## config.mk

```make
export PLATFORM = sky130hd
export DESIGN_NAME = mux8way_rr
export DESIGN_NICKNAME = d
export VERILOG_FILES = /design/src/rtl/mux8way_rr.sv
export SDC_FILE = /design/constraint.sdc
export NUM_CORES = 1
export LEC_CHECK = 0
export ABC_AREA = 1
export CAP_MARGIN = 20
export CORE_MARGIN = 4
export CORE_UTILIZATION = 46
export DETAILED_ROUTE_END_ITERATION = 12
export PLACE_DENSITY_LB_ADDON = 0.25
export SETUP_SLACK_MARGIN = 0.3
export SLEW_MARGIN = 20
export SYNTH_ARGS = -nofsm -noshare
export SYNTH_HDL_FRONTEND = slang
export SYNTH_SLANG_ARGS = --single-unit
```

## constraint.sdc

```tcl
create_clock -name clk -period 4.6 [get_ports clk]
set_clock_uncertainty 0.05 [all_clocks]
set_input_delay 0.69 -clock clk [delete_from_list [all_inputs] [get_ports clk]]
set_output_delay 0.69 -clock clk [all_outputs]
set_load 0.05 [all_outputs]
```

## src/rtl/mux8way_rr.sv

```systemverilog
// Eight valid/ready lanes gathered round-robin onto one registered output with a source-lane tag.
// Latency 1 cycle; a stalled output (saida_valid & !saida_ready) clears in_ready and freezes the pointer.
module mux8way_rr #(
  parameter int WIDTH = 8
) (
  input  logic               clk,
  input  logic               rst,
  input  logic [7:0]         in_valid,
  input  logic [8*WIDTH-1:0] in_data,
  output logic [7:0]         in_ready,
  output logic [WIDTH-1:0]   saida,
  output logic [2:0]         saida_sel,
  output logic               saida_valid,
  input  logic               saida_ready
);

  logic [2:0] ptr;
  logic       load;
  logic       gnt_vld;
  logic [2:0] gnt_idx;
  logic [2:0] cand;

  assign load = !saida_valid | saida_ready;

  // Walk offsets from the far end back to ptr so the nearest requester wins.
  always_comb begin
    gnt_vld = 1'b0;
    gnt_idx = 3'd0;
    cand    = 3'd0;
    for (int i = 7; i >= 0; i--) begin
      cand = ptr + 3'(i);
      if (in_valid[cand]) begin
        gnt_vld = 1'b1;
        gnt_idx = cand;
      end
    end
  end

  always_comb begin
    in_ready = 8'h00;
    if (load && gnt_vld && !rst) begin
      in_ready = 8'h01 << gnt_idx;
    end
  end

  always_ff @(posedge clk or posedge rst) begin
    if (rst) begin
      saida       <= '0;
      saida_sel   <= 3'd0;
      saida_valid <= 1'b0;
      ptr         <= 3'd0;
    end else if (load) begin
      if (gnt_vld) begin
        saida       <= in_data[gnt_idx*WIDTH +: WIDTH];
        saida_sel   <= gnt_idx;
        saida_valid <= 1'b1;
        ptr         <= gnt_idx + 3'd1;
      end else begin
        saida_valid <= 1'b0;
      end
    end
  end

endmodule

```

==> results by stage <==
Run status:
- The run finished with clean final reports.

Logic synthesis:
- The area fraction in and, or, nand and nor cells after synthesis is 0.654.
- nand2_1 takes more of the synthesized area than any other cell.
- The leading register cell type out of synthesis is dfrtp_1.
- In this run, distinct cell masters in the synthesized netlist total 23.
- Of the total synthesized cell area, the portion taken by XOR and XNOR cells is 0.
- The multiplexer fraction of the synthesized cell area is 0.
- The complex-gate fraction of the synthesized area is 0.0390.
- The most common cell in the synthesized netlist is nand2_1.
- After synthesis, the cell types taking the most area are nand2_1 37%, dfrtp_1 18%, nand3_1 18%.
- When the netlist entered floorplanning its net count stood at roughly 460.
- The synthesis-stage register bit count is 15.
- The async set-reset flop share out of synthesis is 1.00.
- The post-synthesis instance total is approximately 380.
- Sorting the synthesized cells by how often they occur yields 201 x nand2_1, 74 x nand3_1, 19 x nor2_1.
- In this run the cell area of the synthesized design comes to around 2100 µm².
- Of the total synthesized cell area, the portion taken by full adders, half adders and majority gates is 0.0244.
- The post-synthesis sequential area ratio is 0.183.
- The yosys synthesis warning count is 0.
- The per-instance average area after synthesis is 5.37 µm².
- The combinational family with the most area after synthesis is simple AND/OR/NAND/NOR gates.
- The number of enable-type register cells in the synthesized netlist is 0.
- The area fraction of the dominant cell type after synthesis is 0.368.

Detailed routing:
- For this block, wires on met1 add up to approximately 2.7 mm.
- Wire segments on met3 add up to 386 µm in the final route.
- The number of DRC markers after the initial detailed-route iteration is 187.
- The routed wire length per instance is 12.4 µm.
- The highest metal layer with signal wires is met4.
- Before antenna repair, the detailed router went through 4 iterations.
- Summing over every cut layer, the via total after detailed routing is 2634.
- Summed over all nets, wire length on met2 after detailed routing comes to around 3.3 mm.
- The count of nets left with antenna violations once routing finished came out at 0.
- The total DRC errors in the routed layout is 0.
- After detailed routing, the number of vias per cell comes to roughly 5.
- The routed wire length is around 6.5 mm.

Floorplan:
- From left edge to right edge, the die measures 74.8 µm.
- The die covers roughly 5600 µm².
- Measured along the y axis, the die boundary spans 74.8 µm.
- The initialized floorplan defines 24 standard-cell rows.
- The area of the core is 4320 µm².
- For this design the top-level I/O count stands at 95.
- For this configuration, the core starts out at a cell density of 0.475.

Setup path:
- The kind of critical path is reg2out.
- For the worst setup path, the data arrival time is 3.23 ns.
- The maximum net fanout on the critical path is 37.
- In this run the worst setup path terminates at in_ready[7].
- The kind of end point of the critical path is a primary output.
- The worst setup path is launched from a flip-flop.
- The launch point of the worst reg-to-reg path is ptr[1]$_DFFE_PP0P_.
- For flop-to-flop paths, the worst setup slack is 1.46 ns.
- Data on the critical path is required at its endpoint by just under 4 ns.
- The capturing point of the worst reg2reg path is ptr[2]$_DFFE_PP0P_.
- The count of cells along the worst register-to-register path is 13.
- The critical path launch point is ptr[1]$_DFFE_PP0P_.

GRT:
- The number of global-route vias before repair is 2393.
- Across every metal layer, demand over resource in global routing totals 0.231.
- The initial antenna violation count is 0.
- Summed over all layers, the global routing overflow is 0.
- The global-route wire length before repair is 10.3 mm.
- The maximum number of pins on one net before global-route repair is 38.

CTS:
- The library cell used as clock root buffer is clkbuf_8.
- The number of setup buffers added after CTS is 0.
- The longest clock path from root to sink contains 2 buffers.
- For this design, the sink count on the clock tree is 15.
- The later-pin clock latency in the skew report is 0.25 ns.
- CTS built an H-tree with a depth of 1.
- Clock tree synthesis inserted a total of 3 buffers.
- After clock tree synthesis, the clock-pin slew on the worst setup and hold paths is around 0.070 ns.
- TritonCTS built the clock tree.

Timing:
- The count of final max-slew check failures is 0.
- Derived from the worst setup path, the maximum achievable clock frequency is 0.252 GHz.
- Setup repair after global routing left no endpoint under its margin.
- The relative slew slack is 0.557.
- Setup total negative slack on the finished layout was measured at 0 ns.
- The shortest clock period the worst path allows after layout is 3.97 ns.
- The number of hold violations in the final report is 0.
- The portion of the clock cycle consumed by the worst path in the final layout is 0.863.
- The final-report setup violation count is 0.
- The slew of the pin with the lowest slew margin is 0.662 ns.

Min path:
- The type of the tightest min-delay check is reg2reg.

Job:
- The max-cap check violation count is 0.

Final layout:
- 0 antenna diodes ended up in the layout.
- The layout net count is 547.
- Of the cells placed in the final design, the portion with a size suffix greater than 1 is 0.0899.
- The final-layout fill cell count is 401.
- The layout overhead on the synthesized area is 48.1%.

Placement:
- Once detailed placement completed, the half-perimeter wirelength came to 5.22 mm.
- The count of buffers inserted at the top-level ports is 94.
- The global placement routability congestion is around 0.96.
==> how the worst min path moves through the flow <==
stage | startpoint | end | slack, ns | cells after the start
4_1_cts | saida_sel[0]$_DFFE_PP0P_ | saida_sel[0]$_DFFE_PP0P_ | 0.45 | 2
2_1_floorplan | rst | ptr[0]$_DFFE_PP0P_ | 0.55 | 1
3_3_place_gp | saida_sel[0]$_DFFE_PP0P_ | saida_sel[0]$_DFFE_PP0P_ | 0.42 | 2
3_5_place_dp | saida_sel[0]$_DFFE_PP0P_ | saida_sel[0]$_DFFE_PP0P_ | 0.43 | 2
6_report | saida_sel[0]$_DFFE_PP0P_ | saida_sel[0]$_DFFE_PP0P_ | 0.45 | 2
5_1_grt | saida[7]$_DFFE_PP0P_ | saida[7]$_DFFE_PP0P_ | 0.47 | 2
==> worst max-delay path, cell delays in order (launching register included) <==
cell and delay, ns:
dfrtp_2 0.49, inv_4 0.12, ha_2 0.33, inv_1 0.16, nand3_1 0.13, nand3_2 0.11
nand2_2 0.08, inv_2 0.08, nand2_1 0.05, nand2_1 0.05, nand2_1 0.05, nand2_1 0.07
nand2_2 0.08, nand2_8 0.19, nand2_8 0.18, nor2_2 0.20, ha_1 0.16, inv_1 0.04
nor2_1 0.22, buf_12 0.18
==> layer usage <==
layer  global-route usage  up-vias
met5                    0        -
met3               0.0254       10
met4               0.0375        0
met2                0.429       98
met1                0.290     1143
li1                     -     1383
==> flip-flops by register name (all words and copies together) (netlist names) <==
signal,count
saida,8
ptr,3
saida_valid,1
saida_sel,3
==> layout make-up <==
type / count / area (µm²) / area share
Timing Repair Buffer: 97 / 968 / 0.319
Clock inverter: 1 / 5.00 / 0.00165
Tap cell: 52 / 65.1 / 0.0214
Multi-Input combinational cell: 328 / 1490 / 0.492
Inverter: 23 / 88.8 / 0.0292
Sequential cell: 15 / 377 / 0.124
Clock buffer: 3 / 41.3 / 0.0136
==> cells in the final DEF (no fill, tap or decap) <==
cell type        synthesis  layout
a21boi_1                 1       1
a21oi_1                  6       6
a21oi_4                  1       1
a31oi_1                  1       1
buf_12                   0       2
buf_4                    2       9
clkbuf_8                 0       3
clkdlybuf4s50_1          0      86
clkinv_2                 0       1
dfrtp_1                 15      14
dfrtp_2                  0       1
ha_1                     4       3
ha_2                     0       1
inv_1                   15      15
inv_2                    7       7
inv_4                    1       1
nand2_1                201     201
nand2_2                  7       7
nand2_8                  1       3
nand3_1                 74      74
nand3_2                  4       4
nand4_1                  1       1
nor2_1                  19      18
nor2_2                   1       2
nor4_1                   1       1
o21ai_0                  4       4
==> repair_timing <==
item / 4_1_cts / 5_1_grt
resized for setup: 0 / 5
endpoints found under the setup margin: 0 / 3
hold buffers: 0 / 0
==> cell families (layout without fill, tap and decap cells) <==
| kind of cell | after synthesis | after routing |
|---|---|---|
| adders and majority gates | 4 | 4 |
| and+or+nand+nor | 311 | 311 |
| AOI/OAI and AO/OA | 13 | 13 |
| buffers and inverters | 39 | 124 |
| DFF | 15 | 15 |
==> stage by stage <==
| stage | hold WS, ns | area [µm²] | cells | setup WS (ns) | util |
|---|---|---|---|---|---|
| global route | 0.474 | 3040 | 519 | 0.332 | 0.703 |
| global placement | 0.418 | 2970 | 515 | 0.710 | 0.687 |
| floorplan | 0.550 | 2050 | 382 | 0.904 | - |
| detailed placement | 0.427 | 2970 | 515 | 0.551 | 0.687 |
| CTS | 0.446 | 3020 | 519 | 0.364 | 0.697 |
| finish | 0.447 | 3040 | 519 | 0.631 | 0.703 |
Power is not shown: default switching activity piles up to over one toggle a cycle in this logic, so the estimate is an artifact.
